[config.mk]
export PLATFORM = sky130hd
export DESIGN_NAME = rot_loader
export DESIGN_NICKNAME = d
export VERILOG_FILES = /design/src/rtl/rot_loader.sv
export SDC_FILE = /design/constraint.sdc
export NUM_CORES = 1
export LEC_CHECK = 0
export ABC_AREA = 1
export CAP_MARGIN = 20
export CELL_PAD_IN_SITES_DETAIL_PLACEMENT = 0
export CELL_PAD_IN_SITES_GLOBAL_PLACEMENT = 1
export CORE_MARGIN = 1.5
export CORE_UTILIZATION = 39
export CTS_CLUSTER_SIZE = 40
export DETAILED_ROUTE_END_ITERATION = 8
export PLACE_DENSITY_LB_ADDON = 0.25
export SYNTH_ARGS = -nofsm -noshare
export SYNTH_HDL_FRONTEND = slang
export SYNTH_SLANG_ARGS = --single-unit
[constraint.sdc]
create_clock -name clk -period 13.8 [get_ports clk]
set_clock_uncertainty 0.05 [all_clocks]
set_input_delay 2.76 -clock clk [delete_from_list [all_inputs] [get_ports clk]]
set_output_delay 2.76 -clock clk [all_outputs]
set_load 0.01 [all_outputs]
[src/rtl/rot_loader.sv]
// Feeder for the N-bit barrel rotator: gathers N/W beats into one vector and
// captures the rotate amount on beat 0, then holds both until downstream accepts.
module rot_loader #(
  parameter int N      = 256,
  parameter int log2_N = 8,
  parameter int W      = 32
) (
  input  logic              clk,
  input  logic              rst,
  input  logic              clr,
  input  logic [0:W-1]      in_data,
  input  logic              in_valid,
  output logic              in_ready,
  input  logic [0:log2_N-1] k_in,
  output logic [0:N-1]      bits_out,
  output logic [0:log2_N-1] k_out,
  output logic              out_valid,
  input  logic              out_ready
);

  localparam int BEATS = N / W;
  localparam int CW    = (BEATS > 1) ? $clog2(BEATS) : 1;

  typedef enum logic {LOAD, FULL} state_t;

  state_t        state, state_nxt;
  logic [CW-1:0] beat, beat_nxt;
  logic          take;
  logic          last_beat;

  // Pure state decodes: no combinational path from in_valid/out_ready.
  assign in_ready  = (state == LOAD) & ~clr;
  assign out_valid = (state == FULL);
  assign take      = in_valid & in_ready;
  assign last_beat = (beat == CW'(BEATS - 1));

  always_comb begin
    state_nxt = state;
    beat_nxt  = beat;
    if (clr) begin
      state_nxt = LOAD;
      beat_nxt  = '0;
    end else begin
      case (state)
        LOAD: begin
          if (take) begin
            if (last_beat) begin
              state_nxt = FULL;
              beat_nxt  = '0;
            end else begin
              beat_nxt = beat + 1'b1;
            end
          end
        end
        FULL: begin
          if (out_ready) state_nxt = LOAD;
        end
        default: begin
          state_nxt = LOAD;
          beat_nxt  = '0;
        end
      endcase
    end
  end

  always_ff @(posedge clk or posedge rst) begin
    if (rst) begin
      state <= LOAD;
      beat  <= '0;
    end else begin
      state <= state_nxt;
      beat  <= beat_nxt;
    end
  end

  // Unwritten lanes of a partial vector deliberately keep the previous vector's bits.
  always_ff @(posedge clk or posedge rst) begin
    if (rst) begin
      bits_out <= '0;
      k_out    <= '0;
    end else if (take) begin
      for (int unsigned b = 0; b < BEATS; b++) begin
        if (beat == CW'(b)) bits_out[b*W +: W] <= in_data;
      end
      if (beat == '0) k_out <= k_in;
    end
  end

endmodule
==> results of run 1 <==
per-layer routing:
metal	vias up	global-route usage [%]
met5	-	0
li1	4627	-
met3	70	5.77
met4	0	8.04
met1	4930	35.7
met2	396	36.9
sequential cells by signal, summed over array words and instances, names as in the netlist:
| register | count |
|---|---|
| bits_out | 256 |
| out_valid | 1 |
| beat | 3 |
| k_out | 8 |
worst paths after layout:
check | endpoint | start
max | in_ready | clr
min | bits_out[13]$_DFFE_PP0P_ | bits_out[13]$_DFFE_PP0P_
max reg2reg | bits_out[109]$_DFFE_PP0P_ | out_valid$_DFF_PP0_
min reg2reg | bits_out[13]$_DFFE_PP0P_ | bits_out[13]$_DFFE_PP0P_
max in group asynchronous | bits_out[57]$_DFFE_PP0P_ | rst
min in group asynchronous | bits_out[70]$_DFFE_PP0P_ | rst
worst register-to-register path, delay by kind of cell, from the launching register on:
family                 cells  cell delay (ns)
buffers and inverters      2             1.53
and+or+nand+nor            4             1.50
DFF                        1             0.42
synth_stat cells, drive strengths merged:
library cell  count
nand4           266
nor2              4
clkbuf           72
inv              12
o21ai             1
buf              74
nand2           536
ha                6
nand3b            1
dfrtp           268
nand3            11
final cells by class:
class / instances / area share (%)
clock buffers: 34 / 4.86
clock inverters: 17 / 1.14
multi-input cells: 825 / 25.4
flip-flops and latches: 268 / 43.8
inverters: 12 / 0.343
well taps: 384 / 3.14
repair buffers: 323 / 21.3
cells by family after synthesis:
logic type | after synthesis | synth area share, %
AOI/OAI and AO/OA | 1 | 0.0442
buffers and inverters | 158 | 6.46
DFF | 268 | 59.4
and+or+nand+nor | 818 | 33.5
adders and majority gates | 6 | 0.664
power by group:
| group | internal, mW | switching [mW] |
|---|---|---|
| Clock | 0.441 | 0.323 |
| Sequential | 0.940 | 0.0913 |
| Combinational | 0.331 | 0.316 |
| Total | 1.71 | 0.731 |
through the flow:
step / instances / cell area (sq um) / power (mW) / hold WS [ns]
floorplan: 1251 / 11300 / 1.29 / 0.457
global placement: 1810 / 14300 / 1.68 / 0.402
detailed placement: 1810 / 14300 / 1.69 / 0.407
CTS: 1861 / 15300 / 2.46 / 0.422
global route: 1863 / 15300 / 2.56 / 0.435
finish: 1863 / 15300 / 2.44 / 0.418
==> metrics.yaml, run 1 <==
die:
  initial_core_util_pct: 39.5
  die_h_um: 173
  io_pins: 311
  die_area_sq_um: 30000
  coreArea_sq_um: 28600
  die_w_um: 173
  rows: 62
timing:
  setup_viol: 0
  slew-limit-headroom_pct: 25.3
  final_max_slew_viol_count: 0
  clock.fmax_ghz: 0.133
  hold_viol: 0
  worst_pin_slew_ns: 1.12
  rsz0062_at_grt: "false"
  finalCritPeriodShare_pct: 54.7
  fin_ws_ns: 6.26
  period_minus_slack_ns: 7.54
  fin_setup_tns_ns: 0
clock_network:
  clockRootBuffer: "clkbuf_16"
  tritoncts: "done"
  cts_buffer_depth: 3
  post_cts_resized: 0
  clk_pin_slew_worst_paths_ns: 0.06
  clk_latency_ns: 0.54
  post-cts-setup-buffer-count: 0
  h-tree-depth: 1
  cts_hold_buf: 0
  cts_buffers: 29
  clock_sinks: 268
critical_path:
  cpMostUsedCell: "clkdlybuf4s50_1"
  reg2reg_depth: 6
  path_cells: "clkdlybuf4s50_1 -> nor2_4 -> buf_12 -> clkdlybuf4s50_1"
  cp.required_ns: 10.99
  crit_fanout: 193
  slowest_stage: "clkdlybuf4s50_1"
  critPathKind: "input port to output pin"
  crit_family: "buffers and inverters"
  end_kind: "output pin"
  crit_buf_inv: 3
  r2r_slack_ns: 10.19
  critPathMaxStageDelay_ns: 0.69
  start_kind: "input port"
  path_depth: 4
  critPathArrivalTime_ns: 4.73
logic_synthesis:
  yosysTopAreaCell: "dfrtp_1"
  netlist_top_cells_area: "dfrtp_1 (59%), nand2_1 (18%), nand4_1 (15%)"
  syn_area_per_cell_sq_um: 9.03
  synthCells: 1251
  seq_area_frac_synth_pct: 59.4
  synth.top_cell.area_share_pct: 59.4
  yosys.cell_types.count: 16
  yosysWarnings: 0
  synth_area_sq_um: 11300
  ys_seq_elements: 268
  synthesis.nets: 1302
drt:
  vias: 10000
  first_iter_violations: 1010
  wirelength_um: 38000
  highest_layer: "met4"
  drc: 0
  met3_wirelength_um: 2910
  wire_per_inst_um: 20.4
  wl_met2_um: 16900
  via_per_inst: 5.38
  wl_met1_um: 17100
  antenna_left: 0
  firstDrtPassIters: 5
global_route:
  gr-total-overflow: 0
  grt_pass1_vias: 9520
  grt_max_degree: 194
  grt_pass1_wl_um: 58500
  grtUsageTotal_pct: 24.8
  antenna_found_initial: 0
power_and_ir_drop:
  p_leak_nw: 7.55
  ir_drop_mv: 0.0743
  powerDensity_nw_per_um2: 159
hold_path:
  hp-class: "flip-flop to flip-flop"
  hold_path_depth: 2
outcome:
  status: "completed"
flow_run:
  cap_violations: 0
finish:
  utilization_pct: 53.5
  regArea_sq_um: 6710
  mostFrequentLayoutCell: "nand2_1"
  area_growth_syn_to_layout_pct: 35.6
  layout_common_cells: "nand2_1 (536), clkdlybuf4s50_1 (309), dfrtp_1 (268)"
  drive_above_1_share_pct: 4.80
  nFillCells: 2592
  multi_input_area_sq_um: 3890
  nNetsFinal: 1510
  antennaDiodeCount: 0
place:
  port_buffers: 310
  gp_congestion: 0.800
  dp_hpwl_um: 22900
  dp_slack_ns: 6.25
Note: power is estimated with default switching activity, not from simulation.
==> run 2, diff against run 1 <==
- CORE_UTILIZATION: 39 -> 32
- clock period: 13.8 -> 6.5 ns (I/O delays scaled with it)
==> metrics.yaml, run 2 (same netlist as run 1, synthesis figures left out) <==
finish:
  antennaDiodeCount: 0  # unchanged
  largest_reg_flops: 256  # unchanged
  area_growth_syn_to_layout_pct: 37.2
  layout_common_cells: "nand2_1 (536), clkdlybuf4s50_1 (309), dfrtp_1 (268)"
  stdcell_area_sq_um: 15500  # +1.2%
  multi_input_area_sq_um: 3900  # +0.19%
  regArea_sq_um: 6710  # unchanged
  nFillCells: 3314  # +28%
  drive_above_1_share_pct: 4.86  # +0.058 points
  reg.largest.list: "bits_out: 256 flops, k_out: 8 flops, beat: 3 flops"
  mostFrequentLayoutCell: "nand2_1"
  nNetsFinal: 1513  # +0.20%
  regMostFlops: "bits_out"
timing:
  clock.fmax_ghz: 0.258
  final_max_slew_viol_count: 0  # unchanged
  period_minus_slack_ns: 3.88
  worst_pin_slew_ns: 1.14  # +0.0184 ns
  fin_setup_tns_ns: 0  # unchanged
  setup_viol: 0  # unchanged
  rsz0062_at_grt: "false"
  hold_viol: 0  # unchanged
  slew-limit-headroom_pct: 24.1  # -1.2 points
  finalCritPeriodShare_pct: 59.7
hold_path:
  min_to: "bits_out[45]$_DFFE_PP0P_"
  hold_path_depth: 2  # unchanged
  hp-class: "flip-flop to flip-flop"
  worstHoldStart: "bits_out[45]$_DFFE_PP0P_"
die:
  die_w_um: 191  # +10%
  initial_core_util_pct: 32.6  # -6.8 points
  die_h_um: 191  # +10%
  coreArea_sq_um: 34600  # +21%
  io_pins: 311  # unchanged
  die_area_sq_um: 36400  # +21%
  rows: 68  # +9.7%
place:
  gp_congestion: 0.756  # -5.5%
  port_buffers: 310  # unchanged
  dp_hpwl_um: 24500  # +7.1%
  place_area_sq_um: 14500  # +0.84%
global_route:
  gr-total-overflow: 0  # unchanged
  grt_max_degree: 175  # -9.8%
  grtUsageTotal_pct: 22.4  # -2.3 points
  antenna_found_initial: 0  # unchanged
  grt_pass1_wl_um: 62700  # +7.1%
  grt_pass1_vias: 9814  # +3.1%
flow_run:
  cap_violations: 0  # unchanged
power_and_ir_drop:
  clkPwrFrac_pct: 32.8  # +1.5 points
  p_leak_nw: 7.60  # +0.63%
  powerDensity_nw_per_um2: 344  # +120%
  ir_drop_mv: 0.189  # +150%
  pwr-share-seq_pct: 41.2  # -1.0 points
  p_sw_mw: 1.57  # +120%
  p_int_mw: 3.76  # +120%
  comb_power_share_pct: 26.0  # -0.5 points
  netSwitchingFraction_pct: 29.5  # -0.42 points
drt:
  antenna_left: 0  # unchanged
  first_iter_violations: 814  # -19%
  vias: 10000  # -0.23%
  drc: 0  # unchanged
  wire_per_inst_um: 21.3  # +4.5%
  wirelength_um: 41300  # +8.6%
  firstDrtPassIters: 5  # unchanged
  via_per_inst: 5.16  # -4.0%
critical_path:
  end_kind: "output pin"
  critPathArrivalTime_ns: 2.53  # -2.20 ns
  r2r_slack_ns: 3.37  # -6.82 ns
  cpMostUsedCell: "clkdlybuf4s50_1"
  r2r-end: "bits_out[76]$_DFFE_PP0P_"
  start_kind: "input port"
  slowest_stage: "clkdlybuf4s50_1"
  critPathKind: "input port to output pin"
  path_cells: "clkdlybuf4s50_1 -> nor2_4 -> clkdlybuf4s50_1"
  reg2reg_depth: 7  # +1
  critPathMaxStageDelay_ns: 0.61  # -0.08 ns
  cp.required_ns: 5.15  # -5.84 ns
  crit_fanout: 2  # -99%
  r2r_start: "beat[0]$_DFFE_PP0P_"
  cp-startpoint: "clr"
clock_network:
  clock_sinks: 268  # unchanged
  post_cts_resized: 0  # unchanged
  clockRootBuffer: "clkbuf_16"
  tritoncts: "done"
  post-cts-setup-buffer-count: 0  # unchanged
  cts_hold_buf: 0  # unchanged
  clk_pin_slew_worst_paths_ns: 0.05  # about the same
  cts_buffer_depth: 3  # unchanged
  cts_buffers: 31  # +6.9%
  h-tree-depth: 1  # unchanged
  clk_latency_ns: 0.56  # +0.02 ns
outcome:
  status: "completed"
-- run 2: layer usage --
| metal | up-vias | part of all wire, % | track usage [%] | routed length [um] |
|---|---|---|---|---|
| li1 | 4629 | - | - | - |
| met1 | 4985 | 44 | 30.9 | 18400 |
| met2 | 343 | 47 | 35.7 | 19300 |
| met3 | 43 | 7.3 | 5.43 | 3010 |
| met4 | 0 | 1.7 | 4.57 | 706 |
| met5 | - | 0 | 0 | 0 |
-- run 2: how the worst max path moves through the flow --
stage,endpoint,slack [ns],cells past startpoint
6_report,in_ready,2.62,3
4_1_cts,in_ready,2.58,3
3_3_place_gp,beat[2]$_DFFE_PP0P_,2.40,7
2_1_floorplan,beat[0]$_DFFE_PP0P_,1.61,1
5_1_grt,in_ready,2.56,3
3_5_place_dp,bits_out[31]$_DFFE_PP0P_,2.35,6
-- run 2: stage by stage --
step | power [mW] | utilization [%] | hold slack (ns) | setup slack [ns] | std cells
floorplan | 2.74 | - | 0.457 | 1.61 | 1251
global placement | 3.61 | 41.8 | 0.403 | 2.40 | 1883
detailed placement | 3.63 | 41.8 | 0.407 | 2.35 | 1883
CTS | 5.39 | 44.7 | 0.422 | 2.58 | 1936
global route | 5.61 | 44.8 | 0.437 | 2.56 | 1937
finish | 5.34 | 44.8 | 0.418 | 2.62 | 1937
-- run 2: power groups by stage --
stage / Clock (mW) / Sequential [mW] / Combinational [mW]
6_report: 1.75 / 2.20 / 1.39
4_1_cts: 1.79 / 2.20 / 1.41
3_5_place_dp: 0 / 2.22 / 1.41
3_3_place_gp: 0 / 2.22 / 1.39
5_1_grt: 1.86 / 2.24 / 1.51
2_1_floorplan: 0 / 2.35 / 0.385
-- run 2: critical path: cells and delay by family --
kind / cells / cell delay [ns]
buffers and inverters: 2 / 1.07
AND/OR/NAND/NOR: 1 / 0.16
-- run 2: area by class of cell --
cell class              instances  share of cell area (%)
clock inverters                 3                   0.420
inverters                      12                   0.315
well taps                     455                    3.67
repair buffers                324                    21.1
flip-flops and latches        268                    43.3
multi-input cells             825                    25.1
clock buffers                  50                    6.11
==> run 3, diff against run 2 <==
- CORE_UTILIZATION: 32 -> 36
- clock period: 6.5 -> 3.58 ns (I/O delays scaled with it)
==> metrics.yaml, run 3 (same netlist as run 1, synthesis figures left out) <==
place:
  dp_hpwl_um: 24900  # +1.3%
  dp_slack_ns: 0.633  # -1.72 ns
  gp_congestion: 0.800  # +5.8%
  port_buffers: 310  # unchanged
hold_path:
  min_to: "bits_out[110]$_DFFE_PP0P_"
  hp-class: "flip-flop to flip-flop"
  worstHoldStart: "bits_out[110]$_DFFE_PP0P_"
  hold_path_depth: 2  # unchanged
clock_network:
  post-cts-setup-buffer-count: 0  # unchanged
  post_cts_resized: 0  # unchanged
  h-tree-depth: 1  # unchanged
  clk_pin_slew_worst_paths_ns: 0.06  # about the same
  clockRootBuffer: "clkbuf_16"
  clk_latency_ns: 0.54  # -0.02 ns
  cts_hold_buf: 0  # unchanged
  tritoncts: "done"
  clock_sinks: 268  # unchanged
  cts_buffer_depth: 3  # unchanged
  cts_buffers: 30  # -3.2%
timing:
  fin_ws_ns: 0.841  # -1.78 ns
  finalCritPeriodShare_pct: 76.5
  rsz0062_at_grt: "false"
  worst_pin_slew_ns: 0.784  # -0.354 ns
  period_minus_slack_ns: 2.74
  slew-limit-headroom_pct: 47.7  # +24 points
  hold_viol: 0  # unchanged
  setup_viol: 0  # unchanged
  clock.fmax_ghz: 0.365
  holdWs_ns: 0.418  # -0.000244 ns
  final_max_slew_viol_count: 0  # unchanged
critical_path:
  r2r-end: "bits_out[19]$_DFFE_PP0P_"
  r2r_slack_ns: 1.40  # -1.97 ns
  crit_fanout: 2  # unchanged
  start_kind: "input port"
  end_kind: "output pin"
  cp.required_ns: 2.81  # -2.34 ns
  reg2reg_depth: 5  # -2
  r2r_start: "out_valid$_DFF_PP0_"
  critPathKind: "input port to output pin"
  critPathArrivalTime_ns: 1.97  # -0.56 ns
global_route:
  gr-total-overflow: 0  # unchanged
  grt_pass1_wl_um: 61000  # -2.8%
  grt_pass1_vias: 9703  # -1.1%
  antenna_found_initial: 0  # unchanged
  grtUsageTotal_pct: 23.9  # +1.4 points
  grt_max_degree: 165  # -5.7%
drt:
  vias: 9987  # -0.13%
  wirelength_um: 39200  # -5.2%
  via_per_inst: 5.27  # +2.1%
  wire_per_inst_um: 20.7  # -3.0%
  firstDrtPassIters: 9  # +4
  drc: 18  # +18
  first_iter_violations: 956  # +17%
  antenna_left: 0  # unchanged
die:
  die_area_sq_um: 32500  # -11%
  initial_core_util_pct: 36.7  # +4.1 points
  die_w_um: 180  # -5.6%
  die_h_um: 180  # -5.6%
  coreArea_sq_um: 30700  # -11%
  rows: 64  # -5.9%
  io_pins: 311  # unchanged
finish:
  reg.largest.list: "bits_out: 256 flops, k_out: 8 flops, beat: 3 flops"
  area_growth_syn_to_layout_pct: 37.6
  regMostFlops: "bits_out"
  mostFrequentLayoutCell: "nand2_1"
  utilization_pct: 50.6  # +5.8 points
  layout_common_cells: "nand2_1 (536), clkdlybuf4s50_1 (309), dfrtp_1 (268)"
  drive_above_1_share_pct: 5.81  # +0.95 points
  largest_reg_flops: 256  # unchanged
  antennaDiodeCount: 0  # unchanged
  nNetsFinal: 1528  # +0.99%
power_and_ir_drop:
  p_leak_nw: 7.68  # +1.0%
  powerDensity_nw_per_um2: 615  # +79%
  power_mw: 9.57  # +79%
  ir_drop_mv: 0.322  # +71%
outcome:
  status: "finished, violations left"
  violations: "DRC"
flow_run:
  cap_violations: 0  # unchanged
run 3: cell types whose count changed in the layout (fill, tap and decap cells not counted):
| cell | previous run | this run |
|---|---|---|
| buf_4 | 10 | 23 |
| ha_1 | 4 | 6 |
| clkbuf_8 | 10 | 9 |
| buf_16 | 1 | 0 |
| clkinv_2 | 1 | 4 |
| bufinv_16 | 2 | 1 |
| buf_12 | 3 | 7 |
| clkbuf_1 | 9 | 8 |
| ha_2 | 2 | 0 |
run 3: where the power goes:
part	switching, mW	internal, mW	total [mW]
combinational	1.23	1.29	2.52
clock	1.22	1.83	3.05
sequential	0.373	3.63	4.00
run 3: per-stage QoR:
stage          instance area, sq um  TNS, ns  cells
2_1_floorplan                 11300  -194.43   1251
3_3_place_gp                  14600        0   1841
3_5_place_dp                  14600        0   1841
4_1_cts                       15500        0   1894
5_1_grt                       15500        0   1894
6_report                      15500        0   1894
run 3: area by class of cell:
cell class | count | area (sq um)
Clock buffer | 48 | 930
Clock inverter | 5 | 50.0
Fill cell | 2872 | 15200
Inverter | 12 | 48.8
Multi-Input combinational cell | 825 | 3890
Sequential cell | 268 | 6710
Tap cell | 396 | 495
Timing Repair Buffer | 340 | 3420
run 3: layer usage:
| layer | GRT usage, % | up-vias | part of all wire, % |
|---|---|---|---|
| met5 | 1.04 | - | 0.12 |
| met1 | 35.0 | 4876 | 45 |
| met2 | 35.8 | 390 | 44 |
| met3 | 5.92 | 49 | 8.7 |
| met4 | 4.54 | 2 | 1.7 |
| li1 | - | 4670 | - |
run 3: how the worst max path moves through the flow:
stage | startpoint | end | slack (ns) | cells past startpoint
floorplan | rst | beat[0]$_DFFE_PP0P_ | -0.73 | 1
global placement | clr | bits_out[82]$_DFFE_PP0P_ | 0.68 | 7
detailed placement | clr | bits_out[84]$_DFFE_PP0P_ | 0.63 | 7
CTS | clr | in_ready | 0.81 | 3
global route | clr | in_ready | 0.80 | 3
finish | clr | in_ready | 0.84 | 3
run 3: critical path, cell delays in order:
cell             delay [ns]
clkdlybuf4s50_1        0.47
nor2_4                 0.18
clkdlybuf4s50_1        0.61
